--- config.mk ---
export PLATFORM = sky130hd
export DESIGN_NAME = fetch_unit
export DESIGN_NICKNAME = d
export VERILOG_FILES = /design/src/rtl/fetch_unit.sv
export SDC_FILE = /design/constraint.sdc
export NUM_CORES = 1
export LEC_CHECK = 0
export BUFFER_PORTS_ARGS = -buffer_cell sky130_fd_sc_hd__buf_2
export CAP_MARGIN = 20
export CORE_UTILIZATION = 30
export DETAILED_ROUTE_END_ITERATION = 8
export GPL_TIMING_DRIVEN = 0
export HOLD_SLACK_MARGIN = 0.05
export PLACE_DENSITY = 0.59
export SYNTH_ARGS = -nofsm -noshare
export SYNTH_HDL_FRONTEND = slang
export SYNTH_SLANG_ARGS = --single-unit
export TNS_END_PERCENT = 100
--- constraint.sdc ---
create_clock -name clk_i -period 19.3 [get_ports clk_i]
set_input_delay 5.79 -clock clk_i [delete_from_list [all_inputs] [get_ports clk_i]]
set_output_delay 5.79 -clock clk_i [all_outputs]
set_load 0.02 [all_outputs]
--- src/rtl/fetch_unit.sv ---
// Instruction fetch stage for the tiny5 core: issues word-aligned fetches
// and queues in-order responses for decode, flushing on redirects.
module fetch_unit #(
    parameter logic [31:0] RESET_PC    = 32'h0000_0000,
    parameter int          QUEUE_DEPTH = 2
) (
    input  logic        clk_i,
    input  logic        reset_i,
    output logic        mem_req_valid_o,
    output logic [31:0] mem_req_addr_o,
    input  logic        mem_req_ready_i,
    input  logic        mem_rsp_valid_i,
    input  logic [31:0] mem_rsp_data_i,
    input  logic        redirect_valid_i,
    input  logic [31:0] redirect_pc_i,
    output logic        instr_valid_o,
    output logic [31:0] instr_o,
    output logic [31:0] instr_pc_o,
    input  logic        instr_ready_i
);
    localparam int CW = $clog2(QUEUE_DEPTH + 1);
    localparam int PW = (QUEUE_DEPTH > 1) ? $clog2(QUEUE_DEPTH) : 1;
    localparam logic [CW+1:0] DEPTH_W = (CW + 2)'(QUEUE_DEPTH);
    localparam logic [PW-1:0] LAST = PW'(QUEUE_DEPTH - 1);

    logic [31:0]   fetch_pc;
    logic [31:0]   rsp_pc;
    logic [31:0]   q_instr [QUEUE_DEPTH];
    logic [31:0]   q_pc    [QUEUE_DEPTH];
    logic [PW-1:0] head;
    logic [PW-1:0] tail;
    logic [CW-1:0] count;
    logic [CW-1:0] outstanding;
    logic [CW-1:0] discard;
    logic [CW+1:0] credit;
    logic [CW-1:0] inflight_next;
    logic [31:0]   target;
    logic          req_acc;
    logic          push;
    logic          pop;

    // Every in-flight request, kept or doomed, holds a queue slot.
    assign credit = {2'b00, outstanding} + {2'b00, discard}
                  + {2'b00, count};

    assign mem_req_valid_o = !reset_i && (credit < DEPTH_W);
    assign mem_req_addr_o  = fetch_pc;
    assign instr_valid_o   = !reset_i && (count != '0);
    assign instr_o         = q_instr[head];
    assign instr_pc_o      = q_pc[head];

    assign req_acc = mem_req_valid_o && mem_req_ready_i;
    assign pop     = instr_valid_o && instr_ready_i;
    assign push    = mem_rsp_valid_i && !redirect_valid_i
                   && (discard == '0);
    assign target  = {redirect_pc_i[31:2], 2'b00};

    assign inflight_next = outstanding + discard + CW'(req_acc)
                         - CW'(mem_rsp_valid_i);

    always_ff @(posedge clk_i) begin
        if (reset_i) begin
            fetch_pc    <= RESET_PC;
            rsp_pc      <= RESET_PC;
            head        <= '0;
            tail        <= '0;
            count       <= '0;
            outstanding <= '0;
            discard     <= '0;
            for (int i = 0; i < QUEUE_DEPTH; i++) begin
                q_instr[i] <= '0;
                q_pc[i]    <= '0;
            end
        end else if (redirect_valid_i) begin
            // Everything still in flight becomes stale.
            fetch_pc    <= target;
            rsp_pc      <= target;
            head        <= '0;
            tail        <= '0;
            count       <= '0;
            outstanding <= '0;
            discard     <= inflight_next;
        end else begin
            if (req_acc) begin
                fetch_pc <= fetch_pc + 32'd4;
            end
            if (mem_rsp_valid_i && (discard != '0)) begin
                discard <= discard - CW'(1);
            end
            outstanding <= outstanding + CW'(req_acc) - CW'(push);
            if (push) begin
                q_instr[tail] <= mem_rsp_data_i;
                q_pc[tail]    <= rsp_pc;
                tail          <= (tail == LAST) ? '0 : tail + PW'(1);
                rsp_pc        <= rsp_pc + 32'd4;
            end
            if (pop) begin
                head <= (head == LAST) ? '0 : head + PW'(1);
            end
            count <= count + CW'(push) - CW'(pop);
        end
    end
endmodule

==> summary.txt <==
Routing
  – Wire length per cell: 17.9 um
  – Vias: 7094
  – DRC: 0
  – Post-Route WL: 25.2 mm
  – First-pass DRT Iterations: 5
  – Via density per instance: around 5.0
  – 1st-iter DRT viols: between 400 and 500
  – Remaining antenna violation count: 0

Clock tree
  – Clk buf depth: 2
  – Post-CTS Setup Bufs: 0
  – Clk_lat worst skew: about 0.44 ns
  – CTS hold repair buffers: 0
  – CTS resizes: 0
  – Clock slew at reported path FFs: 0.07 ns
  – CTS H-Tree Depth: 4
  – Inserted Clock Buffers: 17
  – TritonCTS Sinks: ~190
  – Root buf cell: clkbuf_16
  – CTS tree: done

STA
  – Unrepaired setup endpoints after global routing: no
  – Hold Violations, Final: 0
  – Worst Slack Setup Final: 6.66 ns
  – Hold slack: roughly 0.52 ns
  – Tightest slew margin relative to the limit: a little under a third
  – Fmax: 0.0791 GHz
  – Final Max Tran Viols: 0
  – Fin Clk Skew: ~0.011 ns
  – Min Tclk post-route: 12.64 ns
  – Final setup fails: 0
  – Worst slew pin tran: about 1 ns
  – Tcrit/Tclk final: 65.5%
  – Setup TNS: 0 ns

Die
  – Die area: between 30000 and 40000 um2
  – Die H: roughly 180 um
  – Area of the core: ~30000 um2
  – Chip width: about 180 um
  – Row count: 64
  – I/O pin count: roughly 170
  – Initial core utilization: 30.4%

Worst setup path
  – Worst-case reg-to-reg path depth: 12
  – Worst setup path startpoint: reset_i
  – Arrival time worst endpoint: 6.85 ns
  – Critical R2R Launch: outstanding[1]$_SDFF_PP0_
  – Critical path fanouts, max: 8
  – CP endpoint: mem_req_valid_o
  – FF-to-FF setup slack: between 15 and 20 ns
  – Setup crit end kind: primary output
  – CP required: 13.51 ns
  – Setup CP Type: in -> out
  – Reg-to-reg endpoint: mem_req_addr_o[31]$_SDFFE_PP0P_
  – Startpoint Class: input port

Global routing
  – Vias in the first global route: between 6000 and 7000
  – GRT Total Usage: between 15 and 20%
  – Largest net degree at the start of global routing: a little over 50
  – First-pass GRT wire length: between 30 and 40 mm
  – Antenna violations before repair: 1
  – Grt ovf: 0

Layout
  – Post-layout util: between 30% and 40%
  – Total Nets Final: approximately 1100
  – Fillcell total: around 3000
  – Share of cells above drive strength 1: between 20% and 30%
  – Syn-to-layout area delta: 21.8%

Synthesis
  – Cells after synthesis: around 810
  – Post-synth EDFFs: ~120
  – Register bit total from synthesis: about 190
  – YS warnings: 0
  – Primary FF master, synth: edfxtp_1
  – Unique cell type count in the Yosys netlist: 50
  – Mapped cell area: between 9000 and 10000 um2
  – Synth async-reset ratio: 0%
  – Avg Inst Size Synth: 11.4 um2
  – Register area share after synthesis: a little over half

Job
  – Max-cap check violation count: 0

Pwr
  – Clock power frac: between 30 and 40%
  – Leakage: 4.37 nW
  – Pint: about 0.72 mW
  – Flop pwr share: 48.8%
  – Worst vdd ir: about 56 uV
  – Switching power of the nets: ~0.29 mW
  – Pwr Total: around 1.0 mW
  – P per Cell Area: a little under 90 nW/um2
  – Comb power frac: between 10% and 20%
  – Net Sw Frac: slightly below 30%

Worst hold path
  – Hold crit path type: reg -> reg
  – Critical hold path startpoint: head$_SDFFE_PP0P_

Outcome
  – Status: finished, final reports clean

Place
  – Place WS: ~6.7 ns
  – Port Buffers: around 160
  – Gp weighted congestion: 0.913
  – DP HPWL: 18.2 mm
-- power groups by stage --
stage | Clock (mW) | Sequential (mW) | Combinational [mW]
2_1_floorplan | 0 | 0.502 | 0.0916
3_3_place_gp | 0 | 0.504 | 0.146
3_5_place_dp | 0 | 0.501 | 0.151
4_1_cts | 0.372 | 0.492 | 0.152
5_1_grt | 0.390 | 0.496 | 0.165
6_report | 0.366 | 0.492 | 0.151
-- per-stage QoR --
step	std cells	instance area [um2]
6_report	1411	11300
5_1_grt	1410	11300
4_1_cts	1409	11300
3_5_place_dp	1377	10700
3_3_place_gp	1374	10600
2_1_floorplan	817	9300
-- sequential cells by signal, summed over array words and instances, names as in the netlist, named ones only --
| register | cells |
|---|---|
| tail | 1 |
| count | 2 |
| outstanding | 2 |
| discard | 2 |
| head | 1 |
| rsp_pc | 30 |
| q_instr | 64 |
| mem_req_addr_o | 30 |
| q_pc | 60 |
-- critical path: stages --
cell and delay, ns:
buf_2 0.13, or4b_4 0.51, buf_6 0.16, inv_2 0.09, buf_2 0.17
-- Yosys cell counts (20+ instances only) --
master / n / area (um2)
and2_1: 125 / 782
edfxtp_1: 124 / 3720
dfxtp_1: 69 / 1380
mux2_2: 62 / 698
clkbuf_1: 47 / 176
nand2_1: 32 / 120
o21ai_0: 28 / 140
a31oi_1: 23 / 144
nand3_1: 23 / 115
inv_1: 20 / 75.1
nand4_1: 20 / 125
-- kinds of logic after synthesis --
| family | after synthesis | share of synthesized area (%) |
|---|---|---|
| AOI/OAI and AO/OA | 131 | 9.77 |
| xor gates and xnor gates | 25 | 2.36 |
| DFF | 193 | 55.0 |
| other | 1 | 0.0404 |
| adders and majority gates | 12 | 1.78 |
| buffers and inverters | 79 | 3.52 |
| muxes | 64 | 7.73 |
| and+or+nand+nor | 309 | 19.9 |
-- per-layer routing --
metal / vias to the layer above / global-route usage, % / wire length [um]
met1: 3431 / 22.7 / 12000
li1: 3384 / - / -
met2: 262 / 25.3 / 11500
met3: 17 / 2.87 / 1570
met4: 0 / 3.70 / 217
met5: - / 0 / 0
-- worst min-delay path by stage --
stage | cells past startpoint | to | slack (ns)
final | 2 | head$_SDFFE_PP0P_ | 0.52
after detailed placement | 2 | head$_SDFFE_PP0P_ | 0.51
after global routing | 2 | head$_SDFFE_PP0P_ | 0.57
after floorplan | 2 | register | 0.48
after global placement | 2 | head$_SDFFE_PP0P_ | 0.50
after CTS | 2 | head$_SDFFE_PP0P_ | 0.53
-- cell usage in the layout, fill, tap and decap left out, drive strengths merged, types with 3 or more instances in the layout --
cell type	count
and4	14
o31a	17
a31oi	23
or3	13
conb	4
clkbuf	64
a21oi	6
dfxtp	69
a211oi	5
o211ai	4
nand2	32
o21ai	28
and3	5
nor3	17
edfxtp	124
nand3	23
nor4	17
inv	27
nand4	20
o21a	14
o31ai	10
a31o	3
buf	175
or4	18
or2	4
and2	125
xor2	11
clkinv	9
nor2	15
xnor2	14
mux2	62
ha	10
a21boi	14
-- area by class of cell --
type	count	area [um2]	share of cell area [%]
diodes	1	2.50	0.0221
multi-input cells	545	3880	34.3
repair buffers	165	893	7.89
inverters	22	82.6	0.730
clock buffers	17	425	3.76
clock inverters	15	188	1.66
flip-flops and latches	193	5100	45.1
well taps	396	495	4.38
plain buffers	57	244	2.16
Note: power is estimated with default switching activity, not from simulation.
